==> src/rtl/uart_baud_gen_frac.sv <==
// Fractional baud generator: produces oversample, mid-bit and bit-rate ticks
// from an integer+fractional divisor.
// The fractional part accumulates per interval. Its carry stretches an interval by one clock.
module uart_baud_gen_frac #(
  parameter int unsigned CLK_FREQ   = 32000000,
  parameter int unsigned BAUD_RATE  = 115200,
  parameter int unsigned OVERSAMPLE = 16,
  parameter int unsigned INT_W      = 16,
  parameter int unsigned FRAC_W     = 4
) (
  input  logic                          clk,
  input  logic                          rst_n,
  input  logic                          en,
  input  logic                          phase_rst,
  input  logic                          div_load,
  input  logic [INT_W-1:0]              div_int,
  input  logic [FRAC_W-1:0]             div_frac,
  output logic                          os_tick,
  output logic                          mid_tick,
  output logic                          bit_tick,
  output logic [$clog2(OVERSAMPLE)-1:0] os_phase,
  output logic                          cfg_err
);

  localparam int unsigned PH_W = $clog2(OVERSAMPLE);

  // Reset divisor: round(CLK_FREQ * 2^FRAC_W / (BAUD_RATE * OVERSAMPLE)).
  localparam longint unsigned RstNum  = 64'(CLK_FREQ) << FRAC_W;
  localparam longint unsigned RstDen  = 64'(BAUD_RATE) * 64'(OVERSAMPLE);
  localparam longint unsigned RstD    = (64'd2 * RstNum + RstDen) / (64'd2 * RstDen);
  localparam longint unsigned RstInt  = RstD >> FRAC_W;
  localparam longint unsigned RstFrac = RstD & ((64'd1 << FRAC_W) - 64'd1);

  localparam logic [0:0] StIdle = 1'b0;
  localparam logic [0:0] StRun  = 1'b1;

  logic [0:0]        state_q, state_d;
  logic [INT_W-1:0]  cnt_q, cnt_d;
  logic [FRAC_W-1:0] acc_q, acc_d;
  logic [PH_W-1:0]   phase_q, phase_d;
  logic              os_tick_q, os_tick_d;
  logic              mid_tick_q, mid_tick_d;
  logic              bit_tick_q, bit_tick_d;
  logic [INT_W-1:0]  div_int_q, div_int_d;
  logic [FRAC_W-1:0] div_frac_q, div_frac_d;
  logic              cfg_err_q, cfg_err_d;

  logic              load_ok;
  logic [INT_W-1:0]  int_eff;
  logic [FRAC_W-1:0] frac_eff;
  logic [FRAC_W-1:0] acc_base;
  logic [FRAC_W:0]   sum;
  logic [INT_W-1:0]  per_m1;
  logic [PH_W-1:0]   phase_inc;

  // Divisor seen by an interval starting this edge; a same-edge load wins.
  always_comb begin
    load_ok  = div_load && (div_int >= INT_W'(2));
    int_eff  = load_ok ? div_int  : div_int_q;
    frac_eff = load_ok ? div_frac : div_frac_q;
    // Realignment and the first interval both start from a zero accumulator.
    acc_base = (state_q == StRun && !phase_rst) ? acc_q : '0;
    sum      = {1'b0, acc_base} + {1'b0, frac_eff};
    per_m1   = int_eff + INT_W'(sum[FRAC_W]) - INT_W'(1);
    phase_inc = (phase_q == PH_W'(OVERSAMPLE - 1)) ? '0 : phase_q + PH_W'(1);
  end

  // Divisor register and sticky configuration error.
  always_comb begin
    div_int_d  = div_int_q;
    div_frac_d = div_frac_q;
    cfg_err_d  = cfg_err_q;
    if (div_load) begin
      cfg_err_d = !load_ok;
      if (load_ok) begin
        div_int_d  = div_int;
        div_frac_d = div_frac;
      end
    end
  end

  // Interval counter, accumulator, phase and tick generation.
  always_comb begin
    state_d    = state_q;
    cnt_d      = cnt_q;
    acc_d      = acc_q;
    phase_d    = phase_q;
    os_tick_d  = 1'b0;
    mid_tick_d = 1'b0;
    bit_tick_d = 1'b0;
    case (state_q)
      StIdle: begin
        if (en) begin
          cnt_d   = per_m1;
          acc_d   = sum[FRAC_W-1:0];
          state_d = StRun;
        end
      end
      StRun: begin
        if (!en) begin
          state_d = StIdle;
          cnt_d   = '0;
          acc_d   = '0;
          phase_d = '0;
        end else if (phase_rst) begin
          cnt_d   = per_m1;
          acc_d   = sum[FRAC_W-1:0];
          phase_d = '0;
        end else if (cnt_q != '0) begin
          cnt_d = cnt_q - INT_W'(1);
        end else begin
          os_tick_d  = 1'b1;
          mid_tick_d = (phase_q == PH_W'(OVERSAMPLE / 2 - 1));
          bit_tick_d = (phase_q == PH_W'(OVERSAMPLE - 1));
          cnt_d      = per_m1;
          acc_d      = sum[FRAC_W-1:0];
          phase_d    = phase_inc;
        end
      end
      default: state_d = StIdle;
    endcase
  end

  // State registers.
  always_ff @(posedge clk or negedge rst_n) begin
    if (!rst_n) begin
      state_q    <= StIdle;
      cnt_q      <= '0;
      acc_q      <= '0;
      phase_q    <= '0;
      os_tick_q  <= 1'b0;
      mid_tick_q <= 1'b0;
      bit_tick_q <= 1'b0;
      div_int_q  <= RstInt[INT_W-1:0];
      div_frac_q <= RstFrac[FRAC_W-1:0];
      cfg_err_q  <= 1'b0;
    end else begin
      state_q    <= state_d;
      cnt_q      <= cnt_d;
      acc_q      <= acc_d;
      phase_q    <= phase_d;
      os_tick_q  <= os_tick_d;
      mid_tick_q <= mid_tick_d;
      bit_tick_q <= bit_tick_d;
      div_int_q  <= div_int_d;
      div_frac_q <= div_frac_d;
      cfg_err_q  <= cfg_err_d;
    end
  end

  assign os_tick  = os_tick_q;
  assign mid_tick = mid_tick_q;
  assign bit_tick = bit_tick_q;
  assign os_phase = phase_q;
  assign cfg_err  = cfg_err_q;

endmodule
==> config.mk <==
export PLATFORM = sky130hd
export DESIGN_NAME = uart_baud_gen_frac
export DESIGN_NICKNAME = d
export VERILOG_FILES = /design/src/rtl/uart_baud_gen_frac.sv
export SDC_FILE = /design/constraint.sdc
export NUM_CORES = 1
export LEC_CHECK = 0
export CAP_MARGIN = 20
export CORE_ASPECT_RATIO = 1.75
export CORE_MARGIN = 2
export CORE_UTILIZATION = 50
export CTS_CLUSTER_DIAMETER = 120
export DETAILED_ROUTE_END_ITERATION = 6
export PLACE_DENSITY = 0.72
export SLEW_MARGIN = 20
export SYNTH_ARGS = -nofsm -noshare
export SYNTH_HDL_FRONTEND = slang
export SYNTH_SLANG_ARGS = --single-unit
export TNS_END_PERCENT = 30
==> constraint.sdc <==
create_clock -name clk -period 3.3 [get_ports clk]
set_input_delay 0.495 -clock clk [delete_from_list [all_inputs] [get_ports clk]]
set_output_delay 0.495 -clock clk [all_outputs]
set_load 0.02 [all_outputs]
After elaboration in Yosys (flattened, before gate mapping)
Index checks and enable logic that the tools add are counted.

storage, ports and cells
  bits in registers = 49
  logic and storage cells = 59
  input bits = 25
  output and inout bits = 8

operators by class
  bitwise operators = 1
  add/sub/neg operators = 5
  eq/ne operators = 5
  $lt $le $gt $ge = 1
  multiplexer cells = 30
  reduce and logical (&&, ||, !) cells = 7

operator list
  operator                                              number
  two-way mux 16 bit                                    5
  two-way mux 4 bit                                     10
  case mux 16 bit (2 select lines)                      1
  subtractor 16 x 1 -> 16 bit, second input constant    2
  adder 16 x 1 -> 16 bit                                1
  >= comparator 16 x 2 -> 1 bit, second input constant  1
  nonzero test 16 bit                                   1
  two-way mux 1 bit                                     13
  case mux 4 bit (2 select lines)                       1
  adder 4 x 4 -> 5 bit                                  1
  adder 4 x 1 -> 4 bit, second input constant           1
  == test 4 x 3 -> 1 bit, second input constant         1
  == test 4 bit, second input constant                  1
  != test 4 bit, second input constant                  1
  AND reduction 2 bit                                   2
  != test 3 bit, second input constant                  1
  logical AND 1 bit                                     2
  zero test 1 bit                                       2
  != test 2 bit, second input constant                  1
  NOT 1 bit                                             1

Logic depth before layout (Yosys ltp)
Gate-level depths: netlist of run 1.

  depth in word-level cells = 10
  mapped depth = 22
  mapped depth without buffers = 18

Worst setup path before layout of run 1
No wires, ideal clock.

  path type = input port to flip-flop
  from = input div_int[10]
  to = register cnt_q[10]
  stages on the path = 21
  setup time = 0.124 ns
  data required time = 3.176 ns
  arrival = 4.336 ns
  slack = -1.160 ns
  path buffers = 3
  path through = or3_1 -> nand2b_4 -> o21ai_2 -> buf_4 -> buf_4 -> buf_4 -> mux2_2 -> ha_1 -> inv_1 -> fa_1 -> inv_1 -> a21o_1 -> a21oi_1 -> ha_1 -> ha_1 -> nand2b_1 -> or4_1 -> nor2_1 -> a21oi_1 -> xnor2_1 -> a211o_1

between the ends
  longest elaborated chain between the ends = 10
  elaborated cells between the ends (all ways) = 12
  classes of those cells = add/sub: 3; order compare: 1; mux: 7; reduce/logical: 1

ends and longest elaborated chain
  item                                RTL line  RTL
  start: declaration                  16        input logic [INT_W-1:0] div_int,
  >= comparator 16 x 2 -> 1 bit *     58        load_ok = div_load && (div_int >= INT_W'(2));
  logical AND 1 bit *                 58
  two-way mux 4 bit *                 --
  net frac_eff[0]                     50        logic [FRAC_W-1:0] frac_eff;
  adder 4 x 4 -> 5 bit *              63        sum = {1'b0, acc_base} + {1'b0, frac_eff};
  adder 16 x 1 -> 16 bit *            64        per_m1 = int_eff + INT_W'(sum[FRAC_W]) - INT_W'(1);
  subtractor 16 x 1 -> 16 bit *       64
  two-way mux 16 bit                  109       end else if (cnt_q != '0) begin
  two-way mux 16 bit                  105       end else if (phase_rst) begin
  two-way mux 16 bit                  100       if (!en) begin
  case mux 16 bit (2 select lines) *  91        case (state_q)
  end signal: assignment              139       cnt_q <= cnt_d;
  end: declaration                    38        logic [INT_W-1:0] cnt_q, cnt_d;

Mark *: on every way through the listed nets, which the timed path passes. The rest lies on a longest branch. The select of a mux whose other input is x is not followed.
A chain may end at the register's enable or synchronous reset.

Worst setup path in the final report of run 1
  from = input div_int[3]
  to = register cnt_q[5]

The elaborated chain is that of the path after synthesis.

==> key figures, run 1 <==
Place
  • DP Cell Count: 473
  • Pre-CTS WS: -1.18 ns
  • Gp weighted congestion: slightly above 0.9
  • IO buf count: 32
  • Placed instance area: between 3000 and 4000 sq um
  • Dpl hpwl: between 5000 and 6000 microns

Clock network
  • Skew-Pair Late Insertion Delay: just over 0.3 ns
  • CTS Sinks: 49
  • CTS tree: yes
  • Cts hold-fix bufs: 0
  • Largest buffer count on any clock path: 2
  • Clk slew on worst S/H paths: 0.09 ns
  • Root buffer cell: clkbuf_8
  • CTS H-tree lvls: 2
  • CTS Buf Count: 5

Synth
  • Synth cell types: 60
  • Mux share of post-synthesis cell area: 0.0839
  • Simple-Gate Fraction of Synth Area: 0.235
  • Post-synth EDFFs: 0
  • Biggest area consumer among synthesized cells: dfrtp_1
  • Compound-Gate Fraction of Synth Area: 0.154
  • Net count after synthesis: between 300 and 400
  • Top post-synthesis cells by area: dfrtp_1 (36%), mux2_2 (6.1%), nand2_1 (4.8%)
  • Adder-Cell Fraction of Synth Area: 0.0426
  • Main combinational cell family by area after synthesis: simple AND/OR/NAND/NOR gates
  • Synth warnings: 0
  • Top_reg_cell synth: dfrtp_1
  • Sequential fraction of the synthesis area: 0.395
  • Mapped Cells: around 340
  • Area share of the largest cell type after synthesis: 0.361
  • Synth Area in XOR/XNOR: 0.0506
  • Synth async-reset ratio: 1.00
  • Synth Cell Area: just over 3000 sq um
  • Syn Area/Cell: ~9.3 sq um
  • #FFs+latches synth: 49

Timing
  • RSZ-0062 raised after global routing: true
  • Fmax achieved: 266 MHz
  • Max-slew headroom: 0.588
  • Tcrit/Tclk final: 1.14
  • Fin. Hold Viols: 0
  • Slew @ Worst Pin: around 0.6 ns
  • Fin crit period: 3.75 ns
  • Post-route worst setup slack: -0.454 ns
  • Setup TNS: -3.65 ns
  • Clock Skew: between 0.008 and 0.009 ns
  • Slew Viols, Final: 0
  • # setup viols final: 13
  • Hold slack: ~0.15 ns

Routing
  • Detailed Routing Iterations Pass 1: 5
  • Drt initial violations: 137
  • Remaining antenna violation count: 0
  • DR vias/cell: between 5 and 6
  • Wire per inst: 15.9 microns
  • WL final: approximately 7800 microns
  • Routed via count: between 2k and 3k
  • Remaining DRCs: 0

Setup path
  • Slowest cell delay on critical path: ~0.36 ns
  • Element type at the critical path end: register
  • CP Class: input port to register
  • CP Launch Type: input port
  • Critical-path cell list: buf_8 -> nor4_4 -> nand3_4 -> o21ai_4 -> mux2_4 -> ha_4 -> inv_2 -> fa_2 -> inv_2 -> a21o_1 -> a21oi_2 -> ha_4 -> nor4b_4 -> a31o_2 -> o31a_1 -> buf_4 -> nand2_1 -> a32o_2 -> nor3b_2 -> o21ai_1
  • Crit path DAT: approximately 3.9 ns
  • Critical path peak fanout: 5
  • Crit-path slowest cell: nor4_4
  • Worst Path Required: 3.49 ns

Run status
  • Failing checks: setup timing
  • Status: finished with violations

GRT
  • Largest net degree at the start of global routing: 35
  • Initial antenna violation count: 0
  • Tot GR Track Use: 0.241
  • Global-route wire length before repair: around 13000 microns
  • Vias in the first global route: 2775
  • Total congestion overflow: 0

Power and ir drop
  • Leak Pwr: between 1.5 and 2 nW
  • Maximum vdd drop: approximately 0.36 mV
  • Pwr dens: approximately 400 nW/um^2
  • Tot Pwr: approximately 1.6 mW

Cells and area
  • Design area: approximately 4000 sq um
  • Ratio of cells with drive above 1 in the final layout: 0.274
  • Core Util, Final: 0.654
  • Filler Cell Count: roughly 490
  • Non-Filler Instances: approximately 490
  • Final #Nets: ~440
  • # diodes: 0
  • Area delta synth->final: 28.7%

Run
  • Max cap viols: 0

Floorplan
  • Core Area: 6130 sq um
  • Initial Utilization: 0.508
  • Die area: roughly 6900 sq um
  • Die width: ~64 microns
  • Die Ht: around 110 microns
  • IO Count: 33
  • Site row count: 38

Worst hold path
  • Hold WC Path Type: input port to async pin
cells by family after synthesis:
family	Yosys count
AO/OA/AOI/OAI	72
XOR/XNOR	18
adder cells (fa/ha/maj)	10
buffers and inverters	24
flip-flops	49
multiplexers	24
AND/OR/NAND/NOR	138
sequential cells by signal, summed over array words and instances (netlist names):
register and cells:
acc_q 4, bit_tick 1, cfg_err 1, cnt_q 16, div_frac_q 4, div_int_q 16, mid_tick 1, os_phase 4
os_tick 1, state_q 1
final timing paths:
path | startpoint | endpoint | slack, ns | cells past startpoint
worst min-delay path | rst_n | div_frac_q[0]$_DFFE_PN0P_ | 0.15 | 1
worst max-delay path | div_int[3] | cnt_q[5]$_DFFE_PN0P_ | -0.45 | 20
max in group asynchronous | rst_n | div_int_q[4]$_DFFE_PN1P_ | 2.37 | 2
worst max register to register | state_q$_DFF_PN0_ | cnt_q[5]$_DFFE_PN0P_ | 0.24 | 17
worst min register to register | acc_q[1]$_DFFE_PN0P_ | acc_q[1]$_DFFE_PN0P_ | 0.49 | 2
min in group clk | div_int[10] | div_int_q[10]$_DFFE_PN0P_ | 0.43 | 3
cell usage in the layout, fill, tap and decap left out, drive strengths merged, types with 2 or more instances in the layout:
| cell type | n |
|---|---|
| mux2i | 7 |
| nand3b | 2 |
| and2 | 7 |
| inv | 12 |
| o211ai | 7 |
| clkbuf | 10 |
| nor4b | 2 |
| or3 | 7 |
| a21oi | 12 |
| nor2b | 6 |
| o31ai | 2 |
| nand3 | 10 |
| dfstp | 4 |
| nor3b | 2 |
| buf | 53 |
| nor3 | 13 |
| nand4 | 3 |
| nor4 | 7 |
| dfrtp | 45 |
| or2 | 2 |
| or4 | 2 |
| o21ai | 29 |
| xnor2 | 9 |
| dlygate4sd2 | 3 |
| mux2 | 17 |
| nor2 | 27 |
| a21o | 5 |
| clkdlybuf4s15 | 3 |
| a22o | 4 |
| nand2 | 40 |
| clkdlybuf4s50 | 16 |
| o221ai | 2 |
| ha | 9 |
| xor2 | 9 |
| nand2b | 5 |
worst max-delay path, delay by kind of cell:
| family | cells | cell delay (ns) |
|---|---|---|
| AO/OA/AOI/OAI | 7 | 1.30 |
| AND/OR/NAND/NOR | 5 | 0.93 |
| adder cells (fa/ha/maj) | 3 | 0.54 |
| multiplexers | 1 | 0.34 |
| buffers and inverters | 4 | 0.33 |
cell usage after synthesis, types with 2 or more instances:
cell type	instances
xor2_1	9
o211ai_1	7
and2_1	7
nand3_1	9
xnor2_1	9
or3_1	6
nor3_1	13
a21oi_1	12
mux2i_1	7
o21ai_0	25
buf_2	4
a21o_1	5
nand2b_1	4
nand3b_1	2
nor3b_1	2
inv_1	12
mux2_2	17
or4_1	2
o221ai_1	2
buf_4	5
nor4_1	5
clkbuf_1	2
o21ai_2	2
a22o_1	4
nor2b_1	6
nor2_1	26
ha_1	9
dfrtp_1	45
nand4_1	3
o31ai_1	2
nand2_1	40
dfstp_2	4
area by class of cell:
cell class | instances | area (sq um) | area share
clock buffers | 7 | 86.3 | 0.0215
clock inverters | 1 | 30.0 | 0.00748
multi-input cells | 262 | 1880 | 0.467
well taps | 80 | 100 | 0.0249
inverters | 12 | 45.0 | 0.0112
flip-flops and latches | 49 | 1230 | 0.307
repair buffers | 78 | 644 | 0.161
where the power goes:
group	switching, mW	leakage (nW)	internal (mW)
Sequential	0.0553	0.612	0.663
Clock	0.208	0.0585	0.247
Combinational	0.210	1.08	0.193
Total	0.473	1.75	1.10
layer usage:
metal | wire, microns | part of all wire | track usage | vias up
met4 | 258 | 0.033 | 0.104 | 0
met2 | 4360 | 0.56 | 0.462 | 64
met5 | 0 | 0 | 0 | -
met1 | 2930 | 0.38 | 0.251 | 1349
li1 | - | - | - | 1337
met3 | 230 | 0.030 | 0.0416 | 23
timing repair:
item,in CTS,in global routing
buffers inserted,4,4
gates resized for setup,48,13
pin swaps,21,14
endpoints found under the setup margin,15,13
No activity file was read; power rests on OpenSTA's default activity.
==> run 2: changes to the inputs <==
--- a/config.mk
+++ b/config.mk
@@ -8,10 +8,11 @@
 export CAP_MARGIN = 20
 export CORE_ASPECT_RATIO = 1.75
 export CORE_MARGIN = 2
-export CORE_UTILIZATION = 50
+export CORE_UTILIZATION = 45
 export CTS_CLUSTER_DIAMETER = 120
 export DETAILED_ROUTE_END_ITERATION = 6
-export PLACE_DENSITY = 0.72
+export PLACE_DENSITY = 0.65
+export REMOVE_ABC_BUFFERS = 1
 export SLEW_MARGIN = 20
 export SYNTH_ARGS = -nofsm -noshare
 export SYNTH_HDL_FRONTEND = slang
==> run 2 against run 1 <==
The run still ends with setup timing left. Die area rose by 11%. Flip-flop and latch count did not move. Core utilization fell by 5.1 points. Critical path depth fell by 3. Design area rose by 2.2%. Clock skew fell by 0.00083 ns.
==> key figures, run 2 (synthesized netlist as in run 1, its figures left out) <==
Timing
  • Fin crit period: 3.69 ns (was 3.75 ns)
  • Fin. Hold Viols: 0 (unchanged)
  • Fmax achieved: 271 MHz (was 266 MHz)
  • # setup viols final: 13 (unchanged)
  • Slew Viols, Final: 0 (unchanged)
  • Slew @ Worst Pin: 0.621 ns (was 0.618 ns)
  • Post-route worst setup slack: -0.392 ns (was -0.454 ns)
  • Tcrit/Tclk final: 1.12 (was 1.14)
  • Clock Skew: 0.00798 ns (was 0.00881 ns)
  • Max-slew headroom: 0.586 (was 0.588)
  • Hold slack: 0.220 ns (was 0.146 ns)
  • RSZ-0062 raised after global routing: true (unchanged)

Worst hold path
  • Hold WC Path Type: input port to async pin (unchanged)

Cells and area
  • Non-Filler Instances: 489 (unchanged)
  • Most common cell after layout, fill and taps aside: dfrtp_1
  • Final #Nets: 439 (was 443)
  • Area delta synth->final: 31.6% (was 28.7%)
  • Design area: 4100 sq um (was 4010 sq um)
  • Biggest regs: cnt_q x16, div_int_q x16 (unchanged)
  • Most frequent cells in the layout: dfrtp_1 (45), buf_4 (42), nand2_1 (39), o21ai_0 (24), nor2_1 (22) (was dfrtp_1 (45), buf_4 (45), nand2_1 (40), nor2_1 (25), o21ai_0 (22))
  • # diodes: 0 (unchanged)
  • Ratio of cells with drive above 1 in the final layout: 0.281 (was 0.274)

Power and ir drop
  • Switch Pwr: 0.487 mW (was 0.473 mW)
  • Leak Pwr: 1.77 nW (was 1.75 nW)
  • Tot Pwr: 1.77 mW (was 1.58 mW)
  • Seq pwr share: 0.406 (was 0.456)
  • Switching portion of total power: 0.275 (was 0.300)
  • Comb power frac: 0.224 (was 0.256)
  • Pwr dens: 432 nW/um^2 (was 393 nW/um^2)
  • Int Power: 1.28 mW (was 1.10 mW)
  • Maximum vdd drop: 0.298 mV (was 0.357 mV)
  • Clk pwr share: 0.370 (was 0.289)

Routing
  • Remaining antenna violation count: 0 (unchanged)
  • Wire per inst: 15.8 microns (was 15.9 microns)
  • DR vias/cell: 5.62 (was 5.67)
  • Drt initial violations: 162 (was 137)
  • WL final: 7710 microns (was 7780 microns)
  • Routed via count: 2749 (was 2773)
  • Detailed Routing Iterations Pass 1: 5 (unchanged)
  • Remaining DRCs: 0 (unchanged)

GRT
  • GR Util met2: 0.415 (was 0.462)
  • Tot GR Track Use: 0.225 (was 0.241)
  • Met3 Use GR: 0.0403 (was 0.0416)
  • Global-route wire length before repair: 13100 microns (was 12900 microns)
  • GRT Max-Usage Layer: met2 (unchanged)
  • Initial antenna violation count: 0 (unchanged)
  • GR Util met1: 0.241 (was 0.251)
  • Vias in the first global route: 2814 (was 2775)
  • Total congestion overflow: 0 (unchanged)
  • Largest net degree at the start of global routing: 50 (was 35)

Setup path
  • CP Class: input port to register (unchanged)
  • Critical path peak fanout: 4 (was 5)
  • Element type at the critical path end: register (unchanged)
  • Crit path DAT: 3.87 ns (was 3.94 ns)
  • Reg2reg end: cnt_q[7]$_DFFE_PN0P_ (was cnt_q[5]$_DFFE_PN0P_)
  • R2R Path Start: state_q$_DFF_PN0_ (unchanged)
  • R2R cell count: 17 (unchanged)
  • CP Launch Type: input port (unchanged)
  • Worst Path Required: 3.48 ns (was 3.49 ns)
  • Reg2reg setup slack: 0.26 ns (was 0.24 ns)

Clock network
  • Clk slew on worst S/H paths: 0.07 ns (was 0.09 ns)
  • CTS H-tree lvls: 2 (unchanged)
  • Root buffer cell: clkbuf_16 (was clkbuf_8)
  • CTS tree: yes (unchanged)
  • Skew-Pair Late Insertion Delay: 0.29 ns (was 0.31 ns)
  • CTS Sinks: 49 (unchanged)
  • Largest buffer count on any clock path: 2 (unchanged)
  • CTS Buf Count: 5 (unchanged)
  • Cts hold-fix bufs: 0 (unchanged)

Floorplan
  • IO Count: 33 (unchanged)
  • Core Area: 6810 sq um (was 6130 sq um)
  • Site row count: 40 (was 38)
  • Initial Utilization: 0.458 (was 0.508)
  • Die width: 66.9 microns (was 63.7 microns)
  • Die area: 7630 sq um (was 6910 sq um)
  • Die Ht: 114 microns (was 108 microns)

Place
  • Pre-CTS WS: -1.25 ns (was -1.18 ns)
  • Placed instance area: 3750 sq um (was 3800 sq um)
  • DP Cell Count: 476 (was 473)
  • IO buf count: 32 (unchanged)
  • Gp weighted congestion: 0.874 (was 0.908)
  • Dpl hpwl: 5850 microns (was 5770 microns)

Run
  • Max cap viols: 0 (unchanged)

Run status
  • Status: finished with violations (unchanged)
  • Failing checks: setup timing (unchanged)
-- run 2: cell count changes in the layout (fill, tap and decap cells not counted), sizes merged --
| cell | previous run | this run |
|---|---|---|
| clkbuf | 10 | 5 |
| buf | 53 | 50 |
| clkdlybuf4s15 | 3 | 5 |
| bufinv | 1 | 2 |
| clkinv | 0 | 1 |
-- run 2: worst max path at each step --
stage / startpoint / end / slack, ns
2_1_floorplan: div_int[10] / cnt_q[10]$_DFFE_PN0P_ / -1.60
3_3_place_gp: div_int[10] / cnt_q[10]$_DFFE_PN0P_ / -1.17
3_5_place_dp: div_int[10] / cnt_q[10]$_DFFE_PN0P_ / -1.25
4_1_cts: div_int[8] / cnt_q[10]$_DFFE_PN0P_ / -0.47
5_1_grt: div_int[10] / cnt_q[10]$_DFFE_PN0P_ / -0.51
6_report: div_int[10] / cnt_q[10]$_DFFE_PN0P_ / -0.39
-- run 2: final cells by class --
cell class | instances | area [sq um]
fillers | 638 | 2700
multi-input cells | 262 | 1910
flip-flops and latches | 49 | 1230
repair buffers | 74 | 623
clock buffers | 5 | 125
well taps | 84 | 105
clock inverters | 3 | 65.1
inverters | 12 | 47.5
-- run 2: through the flow --
stage | utilization | TNS, ns
after global placement | 0.550 | -13.60
after global routing | 0.603 | -5.20
after detailed placement | 0.551 | -14.86
after floorplan | - | -18.46
final | 0.603 | -3.32
after CTS | 0.595 | -3.52
-- run 2: what timing repair did --
action | CTS | global route
resized for setup | 68 | 12
setup buffers | 3 | 3
endpoints found under the setup margin | 15 | 13
pin swaps | 19 | 19
-- run 2: power groups by stage --
stage               Clock (mW)  Sequential, mW  Combinational, mW
floorplan                    0           0.712              0.224
global placement             0           0.725              0.364
detailed placement           0           0.725              0.370
CTS                      0.668           0.716              0.388
global route             0.692           0.728              0.441
finish                   0.655           0.718              0.398
-- run 2: critical path, cell delays in order --
cell and delay (ns):
buf_6 0.09, or3_4 0.38, nand2b_4 0.16, o21ai_4 0.20
buf_6 0.14, mux2_2 0.35, ha_4 0.25, a21o_1 0.18
a21oi_2 0.13, ha_2 0.22, ha_4 0.16, nand2b_4 0.07
or4_4 0.50, nor2_4 0.09, a21oi_1 0.05, xnor2_1 0.15
a211o_1 0.26
-- run 2: metal layers --
layer | wire length, microns | part of all wire | up-vias
li1 | - | - | 1338
met3 | 218 | 0.028 | 25
met4 | 297 | 0.039 | 0
met2 | 4260 | 0.55 | 59
met1 | 2940 | 0.38 | 1327
met5 | 0 | 0 | -
==> run 3: changes to the inputs <==
--- a/config.mk
+++ b/config.mk
@@ -11,7 +11,7 @@
 export CORE_UTILIZATION = 45
 export CTS_CLUSTER_DIAMETER = 120
 export DETAILED_ROUTE_END_ITERATION = 6
-export PLACE_DENSITY = 0.65
+export PLACE_DENSITY = 0.63
 export REMOVE_ABC_BUFFERS = 1
 export SLEW_MARGIN = 20
 export SYNTH_ARGS = -nofsm -noshare
==> constraint.sdc (replaced) <==
create_clock -name clk -period 4.5 [get_ports clk]
set_input_delay 0.675 -clock clk [delete_from_list [all_inputs] [get_ports clk]]
set_output_delay 0.675 -clock clk [all_outputs]
set_load 0.02 [all_outputs]
==> run 3 against run 2 <==
Highest routed layer unchanged. First-iteration DRC count fell by 8.0%. The flow now finishes without violations. Design area decreased by 4.1%. Combinational power decreased by 31%. Worst setup slack gained 0.57 ns.
==> key figures, run 3 (synthesized netlist as in run 1, its figures left out) <==
Setup path
  • Crit path DAT: 4.49 ns (was 3.87 ns)
  • Element type at the critical path end: register (unchanged)
  • CP Launch Point: div_int[10] (unchanged)
  • CP Class: input port to register (unchanged)
  • Critical path peak fanout: 3 (was 4)
  • Reg2reg setup slack: 1.20 ns (was 0.26 ns)
  • R2R Path Start: state_q$_DFF_PN0_ (unchanged)
  • Critical path buffers and inverters: 3 (was 2)
  • Worst Path Required: 4.68 ns (was 3.48 ns)
  • Crit-path slowest cell: or4_1 (was or4_4)
  • Slowest cell delay on critical path: 0.46 ns (was 0.50 ns)
  • CP Launch Type: input port (unchanged)
  • Top Family by Delay on Critical Path: simple AND/OR/NAND/NOR gates (unchanged)
  • Reg2reg end: cnt_q[12]$_DFFE_PN0P_ (was cnt_q[7]$_DFFE_PN0P_)
  • Critical-path cell list: clkdlybuf4s50_1 -> or3_4 -> nand2b_4 -> o21ai_4 -> mux2_2 -> ha_1 -> inv_1 -> fa_1 -> inv_1 -> a21o_1 -> a21oi_2 -> ha_2 -> ha_4 -> nand2b_4 -> or4_1 -> nor2_1 -> a21oi_1 -> xnor2_1 -> a211o_1 (was buf_6 -> or3_4 -> nand2b_4 -> o21ai_4 -> buf_6 -> mux2_2 -> ha_4 -> a21o_1 -> a21oi_2 -> ha_2 -> ha_4 -> nand2b_4 -> or4_4 -> nor2_4 -> a21oi_1 -> xnor2_1 -> a211o_1)
  • R2R cell count: 17 (unchanged)

Timing
  • # setup viols final: 0 (was 13)
  • Clock Skew: 0.00373 ns (was 0.00798 ns)
  • Hold slack: 0.483 ns (was 0.220 ns)
  • Max-slew headroom: 0.498 (was 0.586)
  • Fmax achieved: roughly 230 MHz
  • Slew Viols, Final: 0 (unchanged)
  • RSZ-0062 raised after global routing: true (unchanged)
  • Fin crit period: between 4 and 5 ns
  • Tcrit/Tclk final: 0.960
  • Fin. Hold Viols: 0 (unchanged)
  • Slew @ Worst Pin: 0.752 ns (was 0.621 ns)

GRT
  • Vias in the first global route: 2768 (was 2814)
  • GRT Max-Usage Layer: met2 (unchanged)
  • GR Util met1: 0.242 (was 0.241)
  • GR Util met2: 0.405 (was 0.415)
  • Total congestion overflow: 0 (unchanged)
  • Largest net degree at the start of global routing: 50 (unchanged)
  • Met3 Use GR: 0.0364 (was 0.0403)
  • Global-route wire length before repair: 12800 microns (was 13100 microns)
  • Tot GR Track Use: 0.221 (was 0.225)
  • Initial antenna violation count: 0 (unchanged)

Routing
  • Remaining DRCs: 0 (unchanged)
  • DR vias/cell: 5.53 (was 5.62)
  • Detailed Routing Iterations Pass 1: 4 (was 5)
  • Drt initial violations: 149 (was 162)
  • WL final: 7460 microns (was 7710 microns)
  • Wire per inst: 15.6 microns (was 15.8 microns)
  • Remaining antenna violation count: 0 (unchanged)
  • Routed via count: 2648 (was 2749)

Floorplan
  • Initial Utilization: 0.458 (unchanged)
  • Site row count: 40 (unchanged)
  • Die width: 66.9 microns (unchanged)
  • Die Ht: 114 microns (unchanged)
  • IO Count: 33 (unchanged)
  • Core Area: 6810 sq um (unchanged)
  • Die area: 7630 sq um (unchanged)

Cells and area
  • Area delta synth->final: 26.3% (was 31.6%)
  • Filler Cell Count: 655 (was 638)
  • Biggest regs: cnt_q x16, div_int_q x16 (unchanged)
  • # diodes: 0 (unchanged)
  • Design area: 3940 sq um (was 4100 sq um)
  • Ratio of cells with drive above 1 in the final layout: 0.205 (was 0.281)
  • Final #Nets: 429 (was 439)
  • Most common cell after layout, fill and taps aside: dfrtp_1 (unchanged)
  • Most frequent cells in the layout: dfrtp_1 (45), nand2_1 (40), buf_4 (31), clkdlybuf4s50_1 (28), nor2_1 (26) (was dfrtp_1 (45), buf_4 (42), nand2_1 (39), o21ai_0 (24), nor2_1 (22))
  • Non-Filler Instances: 479 (was 489)

Power and ir drop
  • Leak Pwr: 1.70 nW (was 1.77 nW)
  • Maximum vdd drop: 0.255 mV (was 0.298 mV)
  • Pwr dens: 316 nW/um^2 (was 432 nW/um^2)

Place
  • IO buf count: 32 (unchanged)
  • Placed instance area: 3710 sq um (was 3750 sq um)
  • Gp weighted congestion: 0.920 (was 0.874)
  • DP Cell Count: 471 (was 476)
  • Dpl hpwl: 5740 microns (was 5850 microns)

Clock network
  • CTS H-tree lvls: 2 (unchanged)
  • CTS tree: yes (unchanged)
  • Cts hold-fix bufs: 0 (unchanged)
  • Clk slew on worst S/H paths: 0.07 ns (about the same)
  • Largest buffer count on any clock path: 2 (unchanged)
  • Skew-Pair Late Insertion Delay: 0.29 ns (about the same)
  • Root buffer cell: clkbuf_16 (unchanged)
  • Setup repair bufs after CTS: 0 (was 3)
  • CTS Buf Count: 5 (unchanged)
  • CTS Sinks: 49 (unchanged)

Run status
  • Status: completed (was finished with violations)

Run
  • Max cap viols: 0 (unchanged)

Worst hold path
  • Hold WC Path Type: input port to async pin (unchanged)
==> run 3: changes by cell type in the layout (fill, tap and decap cells not counted), sizes merged <==
cell           previous run  this run
clkbuf                    5         7
buf                      50        33
clkinv                    1         0
bufinv                    2         1
dlygate4sd2               3         0
clkdlybuf4s50            16        28
dlymetal6s2s              0         3
clkdlybuf4s15             5         0
==> run 3: report_power, final <==
group / switching, mW / internal [mW] / leakage (nW)
clock: 0.165 / 0.278 / 0.0841
sequential: 0.0402 / 0.487 / 0.612
combinational: 0.144 / 0.129 / 1.00
total: 0.350 / 0.894 / 1.70
==> run 3: layout make-up <==
type	count	area [sq um]	share of cell area
Inverter	12	45.0	0.0114
Tap cell	84	105	0.0267
Sequential cell	49	1230	0.313
Clock inverter	1	30.0	0.00763
Clock buffer	7	143	0.0362
Timing Repair Buffer	64	567	0.144
Multi-Input combinational cell	262	1810	0.461
==> run 3: worst register-to-register path: stages (launching register included) <==
cell and delay, ns:
dfrtp_1 0.47, nor2b_1 0.22, and2_1 0.15, ha_1 0.16, inv_1 0.05, fa_1 0.37
inv_1 0.07, a21o_1 0.12, a21oi_2 0.06, ha_2 0.21, ha_4 0.17, buf_4 0.14
nand2b_1 0.16, nor2_1 0.07, mux2i_1 0.35, nor2_1 0.12, xnor2_1 0.18, o211ai_1 0.10
==> run 3: how the worst max path moves through the flow <==
| stage | end | depth (start not counted) |
|---|---|---|
| floorplan | cnt_q[10]$_DFFE_PN0P_ | 18 |
| global placement | cnt_q[10]$_DFFE_PN0P_ | 19 |
| detailed placement | cnt_q[10]$_DFFE_PN0P_ | 19 |
| CTS | cnt_q[10]$_DFFE_PN0P_ | 19 |
| global route | cnt_q[7]$_DFFE_PN0P_ | 19 |
| finish | cnt_q[10]$_DFFE_PN0P_ | 19 |
==> run 3: routing by layer <==
| metal | share of wire | wire [microns] |
|---|---|---|
| met4 | 0.030 | 225 |
| met5 | 0 | 0 |
| met3 | 0.032 | 238 |
| met1 | 0.39 | 2920 |
| met2 | 0.55 | 4080 |
==> run 3: timing repair <==
| action | 4_1_cts | 5_1_grt |
|---|---|---|
| resized for setup | 0 | 12 |
| endpoints found under the hold margin | 0 | 0 |
| setup endpoints to repair | 0 | 9 |
==> run 3: through the flow <==
| stage | utilization | total power [mW] | setup TNS (ns) | setup slack [ns] |
|---|---|---|---|---|
| 2_1_floorplan | - | 0.687 | -3.13 | -0.583 |
| 3_3_place_gp | 0.545 | 0.796 | -0.332 | -0.143 |
| 3_5_place_dp | 0.545 | 0.800 | -0.696 | -0.184 |
| 4_1_cts | 0.570 | 1.25 | 0 | 0.101 |
| 5_1_grt | 0.578 | 1.32 | -0.171 | -0.0561 |
| 6_report | 0.578 | 1.24 | 0 | 0.182 |
